--- src/rtl/decode_dga_pfifo_ctl_pkg.sv ---
`default_nettype none
// ---------------------------------------------------------------------------
// decode_dga_pkg
// Shared types and constants for the DECODE panel FIFO controller.
// Revision: 1.0
// ---------------------------------------------------------------------------
package decode_dga_pkg;

  typedef enum logic [1:0] {
    W_IDLE = 2'd0,
    W_CMD  = 2'd1,
    W_STS  = 2'd2
  } wr_state_e;

  typedef enum logic [1:0] {
    R_IDLE  = 2'd0,
    R_PULSE = 2'd1,
    R_WAIT  = 2'd2
  } rd_state_e;

  // Upper nibble written with a status insert; bit 7 marks status entries.
  localparam logic [3:0] STS_TAG = 4'b1000;

  localparam int PFIFO_DEPTH = 13;

endpackage
`default_nettype wire

--- src/rtl/decode_dga_pfifo_ctl_if.sv ---
`default_nettype none
// ---------------------------------------------------------------------------
// decode_dga_pfifo_ctl_if
// Command/status/read handshake and FIFO-side signals of the panel FIFO
// controller. master = IDB/POW/panel side, slave = controller.
// Revision: 1.0
// ---------------------------------------------------------------------------
interface decode_dga_pfifo_ctl_if;
  logic       LDPANCN;
  logic [7:0] IDBI_7_0;
  logic       STSRQN;
  logic [3:0] STS_3_0;
  logic       STSACK;
  logic       RMMN;
  logic       CLRFLGN;
  logic       FWE;
  logic [7:0] FDI_7_0;
  logic       FRE;
  logic [4:0] CNT_4_0;
  logic       EMPN;
  logic       FULN;
  logic       OVFN;

  modport master (
    output LDPANCN, IDBI_7_0, STSRQN, STS_3_0, RMMN, CLRFLGN,
    input  STSACK, FWE, FDI_7_0, FRE, CNT_4_0, EMPN, FULN, OVFN
  );

  modport slave (
    input  LDPANCN, IDBI_7_0, STSRQN, STS_3_0, RMMN, CLRFLGN,
    output STSACK, FWE, FDI_7_0, FRE, CNT_4_0, EMPN, FULN, OVFN
  );
endinterface
`default_nettype wire

--- src/rtl/decode_dga_fall_det.sv ---
`default_nettype none
// ---------------------------------------------------------------------------
// decode_dga_fall_det
// Optional two-flop synchronizer followed by a registered falling-edge
// detector. fall_o is high in the cycle the (synchronized) level is 0 while
// the previously sampled level was 1. Flops reset to 1 (idle-high strobes).
// Revision: 1.0
// ---------------------------------------------------------------------------
module decode_dga_fall_det #(
  parameter bit SYNC_EN = 1'b0
) (
  input  logic CLK,
  input  logic CLEAR,
  input  logic sig_i,
  output logic lvl_o,
  output logic fall_o
);

  logic sig_cur;
  logic prev_q;

  generate
    if (SYNC_EN) begin : g_sync
      logic s1_q;
      logic s2_q;
      // Two-flop synchronizer for a strobe from an unrelated clock domain.
      always_ff @(posedge CLK or negedge CLEAR) begin
        if (!CLEAR) begin
          s1_q <= 1'b1;
          s2_q <= 1'b1;
        end else begin
          s1_q <= sig_i;
          s2_q <= s1_q;
        end
      end
      assign sig_cur = s2_q;
    end else begin : g_nosync
      assign sig_cur = sig_i;
    end
  endgenerate

  // Remember the last sampled level for edge detection.
  always_ff @(posedge CLK or negedge CLEAR) begin
    if (!CLEAR) prev_q <= 1'b1;
    else        prev_q <= sig_cur;
  end

  assign lvl_o  = sig_cur;
  assign fall_o = prev_q & ~sig_cur;

endmodule
`default_nettype wire

--- src/rtl/decode_dga_pfifo_ctl.sv ---
`default_nettype none
// ---------------------------------------------------------------------------
// decode_dga_pfifo_ctl
// Panel FIFO controller: arbitrates command loads against status inserts,
// sequences reads, and owns occupancy count and EMPN/FULN/OVFN flags.
// Build option: PFIFO_RMM_SYNC_EN - synchronize RMMN (two flops) before edge
// detection, adding two cycles of read latency.
// Revision: 1.0
// ---------------------------------------------------------------------------
module decode_dga_pfifo_ctl
  import decode_dga_pkg::*;
#(
  parameter int DEPTH = PFIFO_DEPTH
) (
  input  logic                    CLK,
  input  logic                    CLEAR,
  decode_dga_pfifo_ctl_if.slave   bus
);

  localparam logic [4:0] DEPTH_C = 5'(DEPTH);

`ifdef PFIFO_RMM_SYNC_EN
  localparam bit RMM_SYNC = 1'b1;
`else
  localparam bit RMM_SYNC = 1'b0;
`endif

  wr_state_e  wr_q;
  rd_state_e  rd_q;
  logic       fwe_q;
  logic       fre_q;
  logic       stsack_q;
  logic [7:0] fdi_q;
  logic       ovfn_q;
  logic       arm_q;
  logic [4:0] cnt_q;
  logic [4:0] cnt_d;

  logic       cmd_fall;
  logic       cmd_lvl_unused;
  logic       rmm_fall;
  logic       rmm_lvl;
  logic       wr_full;

  decode_dga_fall_det #(.SYNC_EN(1'b0)) u_cmd_det (
    .CLK    (CLK),
    .CLEAR  (CLEAR),
    .sig_i  (bus.LDPANCN),
    .lvl_o  (cmd_lvl_unused),
    .fall_o (cmd_fall)
  );

  decode_dga_fall_det #(.SYNC_EN(RMM_SYNC)) u_rmm_det (
    .CLK    (CLK),
    .CLEAR  (CLEAR),
    .sig_i  (bus.RMMN),
    .lvl_o  (rmm_lvl),
    .fall_o (rmm_fall)
  );

  // A write issued last cycle is not yet in cnt_q; count it so back-to-back
  // writes can never push the occupancy past DEPTH. Reads are ignored here.
  assign wr_full = ((cnt_q + 5'(fwe_q)) >= DEPTH_C);

  // Write FSM: command falls always win, status inserts only from idle.
  always_ff @(posedge CLK or negedge CLEAR) begin
    if (!CLEAR) begin
      wr_q     <= W_IDLE;
      fwe_q    <= 1'b0;
      stsack_q <= 1'b0;
      fdi_q    <= 8'h00;
      ovfn_q   <= 1'b1;
      arm_q    <= 1'b1;
    end else begin
      fwe_q    <= 1'b0;
      stsack_q <= 1'b0;
      if (!bus.CLRFLGN) ovfn_q <= 1'b1;
      if (bus.STSRQN)   arm_q  <= 1'b1;
      if (cmd_fall) begin
        wr_q <= W_CMD;
        if (wr_full) begin
          ovfn_q <= 1'b0;
        end else begin
          fwe_q <= 1'b1;
          fdi_q <= bus.IDBI_7_0;
        end
      end else if (wr_q == W_IDLE && !bus.STSRQN && arm_q && !wr_full) begin
        wr_q     <= W_STS;
        fwe_q    <= 1'b1;
        stsack_q <= 1'b1;
        fdi_q    <= {STS_TAG, bus.STS_3_0};
        arm_q    <= 1'b0;
      end else begin
        wr_q <= W_IDLE;
      end
    end
  end

  // Read FSM: one FRE per RMMN low period; empty reads are silently ignored.
  always_ff @(posedge CLK or negedge CLEAR) begin
    if (!CLEAR) begin
      rd_q  <= R_IDLE;
      fre_q <= 1'b0;
    end else begin
      fre_q <= 1'b0;
      case (rd_q)
        R_IDLE: begin
          if (rmm_fall && cnt_q != 5'd0) begin
            rd_q  <= R_PULSE;
            fre_q <= 1'b1;
          end
        end
        R_PULSE: rd_q <= R_WAIT;
        R_WAIT:  if (rmm_lvl) rd_q <= R_IDLE;
        default: rd_q <= R_IDLE;
      endcase
    end
  end

  // Occupancy follows the issued pulses; simultaneous write and read cancel.
  always_comb begin
    cnt_d = cnt_q;
    if (fwe_q && !fre_q)      cnt_d = cnt_q + 5'd1;
    else if (fre_q && !fwe_q) cnt_d = cnt_q - 5'd1;
  end

  // Occupancy register.
  always_ff @(posedge CLK or negedge CLEAR) begin
    if (!CLEAR) cnt_q <= 5'd0;
    else        cnt_q <= cnt_d;
  end

  assign bus.FWE     = fwe_q;
  assign bus.FDI_7_0 = fdi_q;
  assign bus.FRE     = fre_q;
  assign bus.STSACK  = stsack_q;
  assign bus.CNT_4_0 = cnt_q;
  assign bus.EMPN    = (cnt_q != 5'd0);
  assign bus.FULN    = (cnt_q != DEPTH_C);
  assign bus.OVFN    = ovfn_q;

endmodule
`default_nettype wire

--- src/flat_wrapper.sv ---
// flat-port wrapper written by rule: the top's interface ports become plain ports
module decode_dga_pfifo_ctl_flat import decode_dga_pkg::*;
#(
  parameter int DEPTH = PFIFO_DEPTH
)
  (CLK, CLEAR, bus_LDPANCN, bus_IDBI_7_0, bus_STSRQN, bus_STS_3_0, bus_RMMN, bus_CLRFLGN, bus_STSACK, bus_FWE, bus_FDI_7_0, bus_FRE, bus_CNT_4_0, bus_EMPN, bus_FULN, bus_OVFN);
  decode_dga_pfifo_ctl_if bus_i ();
  input  logic CLK;
  input  logic CLEAR;
  input wire logic [$bits(bus_i.LDPANCN)-1:0] bus_LDPANCN;
  input wire logic [$bits(bus_i.IDBI_7_0)-1:0] bus_IDBI_7_0;
  input wire logic [$bits(bus_i.STSRQN)-1:0] bus_STSRQN;
  input wire logic [$bits(bus_i.STS_3_0)-1:0] bus_STS_3_0;
  input wire logic [$bits(bus_i.RMMN)-1:0] bus_RMMN;
  input wire logic [$bits(bus_i.CLRFLGN)-1:0] bus_CLRFLGN;
  output wire logic [$bits(bus_i.STSACK)-1:0] bus_STSACK;
  output wire logic [$bits(bus_i.FWE)-1:0] bus_FWE;
  output wire logic [$bits(bus_i.FDI_7_0)-1:0] bus_FDI_7_0;
  output wire logic [$bits(bus_i.FRE)-1:0] bus_FRE;
  output wire logic [$bits(bus_i.CNT_4_0)-1:0] bus_CNT_4_0;
  output wire logic [$bits(bus_i.EMPN)-1:0] bus_EMPN;
  output wire logic [$bits(bus_i.FULN)-1:0] bus_FULN;
  output wire logic [$bits(bus_i.OVFN)-1:0] bus_OVFN;
  assign bus_i.LDPANCN = bus_LDPANCN;
  assign bus_i.IDBI_7_0 = bus_IDBI_7_0;
  assign bus_i.STSRQN = bus_STSRQN;
  assign bus_i.STS_3_0 = bus_STS_3_0;
  assign bus_i.RMMN = bus_RMMN;
  assign bus_i.CLRFLGN = bus_CLRFLGN;
  assign bus_STSACK = bus_i.STSACK;
  assign bus_FWE = bus_i.FWE;
  assign bus_FDI_7_0 = bus_i.FDI_7_0;
  assign bus_FRE = bus_i.FRE;
  assign bus_CNT_4_0 = bus_i.CNT_4_0;
  assign bus_EMPN = bus_i.EMPN;
  assign bus_FULN = bus_i.FULN;
  assign bus_OVFN = bus_i.OVFN;
  decode_dga_pfifo_ctl #(.DEPTH(DEPTH)) u_core (.CLK(CLK), .CLEAR(CLEAR), .bus(bus_i));
endmodule
--- config.mk ---
export PLATFORM = sky130hd
export DESIGN_NAME = decode_dga_pfifo_ctl_flat
export DESIGN_NICKNAME = d
export VERILOG_FILES = /design/src/rtl/decode_dga_pfifo_ctl_pkg.sv /design/src/rtl/decode_dga_pfifo_ctl_if.sv /design/src/rtl/decode_dga_fall_det.sv /design/src/rtl/decode_dga_pfifo_ctl.sv /design/src/flat_wrapper.sv
export SDC_FILE = /design/constraint.sdc
export NUM_CORES = 1
export LEC_CHECK = 0
export CAP_MARGIN = 10
export CORE_UTILIZATION = 49
export DETAILED_ROUTE_END_ITERATION = 7
export PLACE_DENSITY = 0.85
export SLEW_MARGIN = 20
export SYNTH_ARGS = -nofsm -noshare
export SYNTH_HDL_FRONTEND = slang
export SYNTH_SLANG_ARGS = --single-unit
--- constraint.sdc ---
create_clock -name CLK -period 7.41 [get_ports CLK]
set_input_delay 1.1115 -clock CLK [delete_from_list [all_inputs] [get_ports CLK]]
set_output_delay 1.1115 -clock CLK [all_outputs]
set_load 0.01 [all_outputs]
==> results_dict.tcl, run 1 <==
set metrics [dict create \
    status "completed" \
    regArea_um2 581 \
    gp_congestion 0.789 \
    holdCritPathClass "flip-flop to flip-flop" \
    worst_pin_slew_ns 0.482 \
    initial_core_util_pct 52.8 \
    ys_warn_count 0 \
    dp_hpwl_um 1800 \
    grt_max_degree 24 \
    drv_cap 0 \
    synth_fa_ha_area_share_pct 7.98 \
    critical_path_class "flip-flop to output pin" \
    core_area_mm2 0.00225 \
    leakage_nw 0.675 \
    synth.distinct_cells 35 \
    synth_area_leader_cell "dfrtp_1" \
    overflow 0 \
    crit_path_end_kind "output pin" \
    fp.dieW_um 51.3 \
    grt.total_usage_pct 20.6 \
    syn_inst 103 \
    drc 0 \
    die_h_um 51.3 \
    cts_hold_buffers 0 \
    fin_crit_sh_pct 43.3 \
    r2r_cells 6 \
    antenna_found_initial 0 \
    multiInputGateArea_um2 573 \
    synth-compound-area-share_pct 12.1 \
    synth_seq_area_share_pct 48.7 \
    wl_met3_um 66 \
    worstSkewPairLatency_ns 0.30 \
    fin_crit_ns 3.21 \
    io_pins 37 \
    hold_viol_final 0 \
    min_to "u_core.rd_q[1]" \
    maxSlewViolCount 0 \
    nNetsFinal 167 \
    whs_path_depth 1 \
    ir_drop_mv 0.224 \
    cp.arrival_ns 2.10 \
    synthMuxAreaShare_pct 10.2 \
    cts-root-buf "clkbuf_4" \
    power_density_mw_per_mm2 398 \
    finalPower_uw 635 \
    grt_pass1_vias 944 \
    hp-start "u_core.rd_q[0]" \
    syn_to_final_growth_pct 33.8 \
    slew_headroom_pct 67.6 \
    path_max_fanout 7 \
    synth_top_family_by_area "simple AND/OR/NAND/NOR gates" \
    vias 916 \
    reg2reg_to "u_core.bus.FDI_7_0[3]" \
    skew_ns 0.00100 \
    ys.flop_type "dfrtp_1" \
    portBuffers 36 \
    drtIter0Drc 7 \
    postCtsSetupBuffers 0 \
    routed.top_layer "met4" \
    wl_met1_um 970 \
    syn_nets 128 \
    yosys.cell_count.top_type "dfrtp_1" \
    firstDrtPassIters 4 \
    htree_levels 1 \
    netlist_top_cells_count "dfrtp_1 (19), mux2_2 (9), nand2_1 (9)" \
    r2r-start "u_core.bus.CNT_4_0[0]" \
    syn_area_mm2 0.00119 \
    clock_path_buffers 2 \
    fmax_mhz 311 \
    drive_above_1_share_pct 16.3 \
    grt_pass1_wl_um 3980 \
    wl_per_cell_um 13.7 \
    final.setup.tns_ns 0 \
    ys_top_cells_by_area "dfrtp_1 (40%), dfstp_2 (8.8%), mux2_2 (8.5%)" \
    syn_avg_cell_area_um2 11.6 \
    synth_xor_area_share_pct 2.94 \
    n_fill_cell 181 \
    r2r_slack_ns 4.87 \
    cts_sinks 23 \
    dieArea_mm2 0.00263 \
    synthSimpleGateAreaFrac_pct 14.9 \
    setup_viol 0 \
    numCtsBuffers 3 \
    clk_pin_slew_worst_paths_ns 0.13 \
    rsz0062_at_grt "false" \
    rows 17 \
    ys_async_sr_fraction_pct 100 \
    dr_wl_met2_um 1240 \
    synth-seq-cells 23 \
    yosys.area.top_type_share_pct 39.9 \
    ant_nets 0 \
    post_cts_resized 0 \
    synth_edf_count 0 \
    cp.required_ns 6.30 \
    critPathLaunchType "flip-flop" \
    via_per_inst 5.42 \
    antenna_cells 0 \
    finalWirelength_um 2310 \
    cts_tree "yes" \
]
==> sequential cells by signal, indices dropped and copies added, names as in the netlist <==
| name | cells |
|---|---|
| u_core.bus.OVFN | 1 |
| u_core.bus.CNT_4_0 | 5 |
| u_core.u_cmd_det.prev_q | 1 |
| u_core.bus.FWE | 1 |
| u_core.bus.FDI_7_0 | 8 |
| u_core.u_rmm_det.prev_q | 1 |
| u_core.arm_q | 1 |
| u_core.bus.STSACK | 1 |
| u_core.bus.FRE | 1 |
| u_core.rd_q | 2 |
| u_core.wr_q | 1 |
==> cells by family after synthesis <==
kind of cell | count (synthesis)
and+or+nand+nor | 30
DFF | 23
AOI/OAI and AO/OA | 20
muxes | 11
buffers and inverters | 8
adders and majority gates | 7
xor gates and xnor gates | 4
==> cell type report <==
cell class	instances	share of cell area (%)
Clock buffer	3	1.41
Clock inverter	1	0.314
Inverter	6	1.41
Multi-Input combinational cell	72	35.9
Sequential cell	23	36.4
Tap cell	28	2.20
Timing Repair Buffer	36	22.3
==> worst max-delay path by stage <==
stage,startpoint,endpoint,slack (ns),depth (start not counted)
6_report,u_core.bus.CNT_4_0[4],bus_EMPN,4.20,3
5_1_grt,u_core.bus.CNT_4_0[1],bus_EMPN,4.12,3
4_1_cts,u_core.bus.CNT_4_0[1],bus_EMPN,4.21,3
3_5_place_dp,bus_STSRQN,u_core.bus.FDI_7_0[3],4.30,5
3_3_place_gp,bus_STSRQN,u_core.bus.FDI_7_0[3],4.35,5
2_1_floorplan,bus_STSRQN,u_core.bus.FDI_7_0[0],4.89,4
==> worst max-delay path, stage by stage, from the launching register on <==
cell,delay [ns]
dfrtp_1,0.48
or2_2,0.32
or4_1,0.48
clkdlybuf4s50_1,0.52
==> placed cells by master (no fill, tap or decap), types with 4 or more instances in the layout <==
cell type        Yosys  layout
dfstp_2              4       4
ha_1                 6       6
a21oi_1              5       5
nor3_1               5       5
clkdlybuf4s50_1      0      35
mux2_2               9       9
nand2_1              9       9
inv_1                6       6
dfrtp_1             19      19
==> where the power goes <==
| part | total, mW | switching, mW | internal [mW] |
|---|---|---|---|
| clock network | 0.0570 | 0.0369 | 0.0201 |
| registers | 0.223 | 0.0475 | 0.176 |
| logic | 0.355 | 0.162 | 0.193 |
==> metrics by stage <==
step	cell area (um2)	cells	worst slack, ns	hold WS (ns)	utilization, %
2_1_floorplan	1190	103	4.89	0.451	-
3_3_place_gp	1570	165	4.35	0.477	69.7
3_5_place_dp	1570	165	4.30	0.482	69.7
4_1_cts	1600	169	4.21	0.501	70.9
5_1_grt	1590	169	4.12	0.532	70.7
6_report	1590	169	4.20	0.498	70.7
==> metal layers <==
metal,vias up,global-route usage [%]
met5,-,0
met4,0,8.56
met3,5,5.06
met2,16,36.0
met1,448,24.0
li1,447,-
(Power assumes the default switching activity.)
==> inputs of run 2 (changes only) <==
--- a/config.mk
+++ b/config.mk
@@ -6,9 +6,9 @@
 export NUM_CORES = 1
 export LEC_CHECK = 0
 export CAP_MARGIN = 10
-export CORE_UTILIZATION = 49
+export CORE_UTILIZATION = 41
 export DETAILED_ROUTE_END_ITERATION = 7
-export PLACE_DENSITY = 0.85
+export PLACE_DENSITY = 0.77
 export SLEW_MARGIN = 20
 export SYNTH_ARGS = -nofsm -noshare
 export SYNTH_HDL_FRONTEND = slang
==> constraint.sdc (replaced) <==
create_clock -name CLK -period 2.8 [get_ports CLK]
set_input_delay 0.42 -clock CLK [delete_from_list [all_inputs] [get_ports CLK]]
set_output_delay 0.42 -clock CLK [all_outputs]
set_load 0.01 [all_outputs]
==> run 2 against run 1 <==
- sequential power increased to 2.7 times the previous value
- wire length increased by 11%
- sequential share of layout area decreased by 0.51 points
- clock-buffer cell count increased by 1
- flip-flop and latch count unchanged
- power increased to 2.7 times the previous value
- largest cell class unchanged
- highest routed layer unchanged
==> results_dict.tcl, run 2 (synthesized netlist as in run 1, its figures left out) <==
set metrics [dict create \
    rows 19 \
    ant_nets 0 \
    cts-root-buf "clkbuf_4" \
    grt.total_usage_pct 18.2 \
    syn_to_final_growth_pct 35.7 \
    cts_hold_buffers 0 \
    post-place-ws_ns 0.403 \
    drtIter0Drc 34 \
    finalWirelength_um 2570 \
    dieArea_mm2 0.00312 \
    clk_pin_slew_worst_paths_ns 0.12 \
    worst_pin_slew_ns 0.533 \
    drv_cap 0 \
    wl_per_cell_um 14.8 \
    leakage_nw 0.682 \
    fmax_mhz 395 \
    power_density_mw_per_mm2 1070 \
    fp.dieW_um 55.9 \
    maxSlewViolCount 0 \
    antenna_cells 0 \
    overflow 0 \
    initial_core_util_pct 43.2 \
    clock_path_buffers 2 \
    dpl_cell_area_mm2 0.00159 \
    nNetsFinal 169 \
    postCtsSetupBuffers 0 \
    io_pins 37 \
    worstSkewPairLatency_ns 0.32 \
    critical_path_class "flip-flop to output pin" \
    numCtsBuffers 3 \
    core_area_mm2 0.00276 \
    grt_pass1_wl_um 4400 \
    drc 0 \
    path_max_fanout 7 \
    fin_area_mm2 0.00162 \
    ir_drop_mv 0.528 \
    cp.arrival_ns 2.11 \
    placed_cells 170 \
    grt_max_degree 24 \
    cts_sinks 23 \
    setup_slack_ns 0.270 \
    critPathLaunchType "flip-flop" \
    die_h_um 55.9 \
    pwr-share-clk_pct 9.1 \
    drive_above_1_share_pct 16.1 \
    layout_common_cells "clkdlybuf4s50_1 (36), dfrtp_1 (19), nand2_1 (9), mux2_2 (9)" \
    holdCritPathClass "input port to async pin" \
    crit_path_end_kind "output pin" \
    dp_hpwl_um 1960 \
    gp_congestion 0.829 \
    fin_crit_sh_pct 90.4 \
    firstDrtPassIters 4 \
    r2r_slack_ns 0.39 \
    intPower_mw 1.04 \
    slew_headroom_pct 64.2 \
    largest_reg_flops 8 \
    hold_viol_final 0 \
    cts_tree "yes" \
    htree_levels 1 \
    final.setup.tns_ns 0 \
    layoutNonFillerInstCount 174 \
    cp.required_ns 2.38 \
    skew_ns 0.00231 \
    setup_viol 0 \
    sw_frac_of_total_pct 39.8 \
    antenna_found_initial 0 \
    fin_crit_ns 2.53 \
    status "completed" \
    rsz0062_at_grt "false" \
    portBuffers 36 \
    post_cts_resized 0 \
    seq_power_share_pct 34.6 \
    grt_pass1_vias 995 \
    power_frac_comb_pct 56.3 \
    vias 947 \
    mostFrequentLayoutCell "clkdlybuf4s50_1" \
    via_per_inst 5.44 \
    switchingPower_uw 689 \
]
run 2: cell count changes in the layout (fill, tap and decap cells not counted):
| cell | change |
|---|---|
| buf_2 | -1 |
| clkdlybuf4s50_1 | +1 |
| buf_4 | +2 |
| clkinv_2 | -1 |
| clkbuf_1 | +1 |
run 2: layout make-up:
| type | count | area [um2] |
|---|---|---|
| multi-input cells | 72 | 573 |
| fillers | 239 | 1140 |
| clock buffers | 4 | 26.3 |
| repair buffers | 38 | 375 |
| well taps | 31 | 38.8 |
| flip-flops and latches | 23 | 581 |
| inverters | 6 | 22.5 |
run 2: power by group through the flow:
stage	Combinational, mW	Sequential (mW)	Clock [mW]
2_1_floorplan	0.549	0.624	0
3_3_place_gp	0.928	0.592	0
3_5_place_dp	0.972	0.605	0
4_1_cts	0.977	0.599	0.160
5_1_grt	1.07	0.619	0.180
6_report	0.975	0.599	0.158
run 2: final timing paths:
kind | from | endpoint | cells past startpoint
min in group CLK | u_core.arm_q | u_core.arm_q | 2
worst min register to register | u_core.arm_q | u_core.arm_q | 2
worst min-delay path | CLEAR | u_core.bus.FDI_7_0[4] | 2
worst max register to register | u_core.bus.CNT_4_0[0] | u_core.bus.FDI_7_0[2] | 6
max in group asynchronous | CLEAR | u_core.u_rmm_det.prev_q | 2
worst max-delay path | u_core.bus.CNT_4_0[1] | bus_EMPN | 3
run 2: layer usage:
layer | up-vias | GRT usage, % | wire (um) | share of wire (%)
met5 | - | 0 | 0 | 0
met4 | 0 | 7.67 | 51 | 2.0
met3 | 5 | 3.02 | 109 | 4.2
met2 | 31 | 30.5 | 1260 | 49
met1 | 461 | 23.5 | 1150 | 45
li1 | 450 | - | - | -
run 2: stage by stage:
stage	util (%)	hold slack, ns	power, mW
after floorplan	-	0.124	1.17
final	58.6	0.455	1.73
after global placement	57.7	0.476	1.52
after detailed placement	57.7	0.480	1.58
after global routing	58.6	0.464	1.87
after CTS	58.6	0.454	1.74
run 2: worst max-delay path, cell delays in order, from the launching register on:
cell,delay (ns)
dfrtp_1,0.49
or2_2,0.32
or4_1,0.48
clkdlybuf4s50_1,0.51
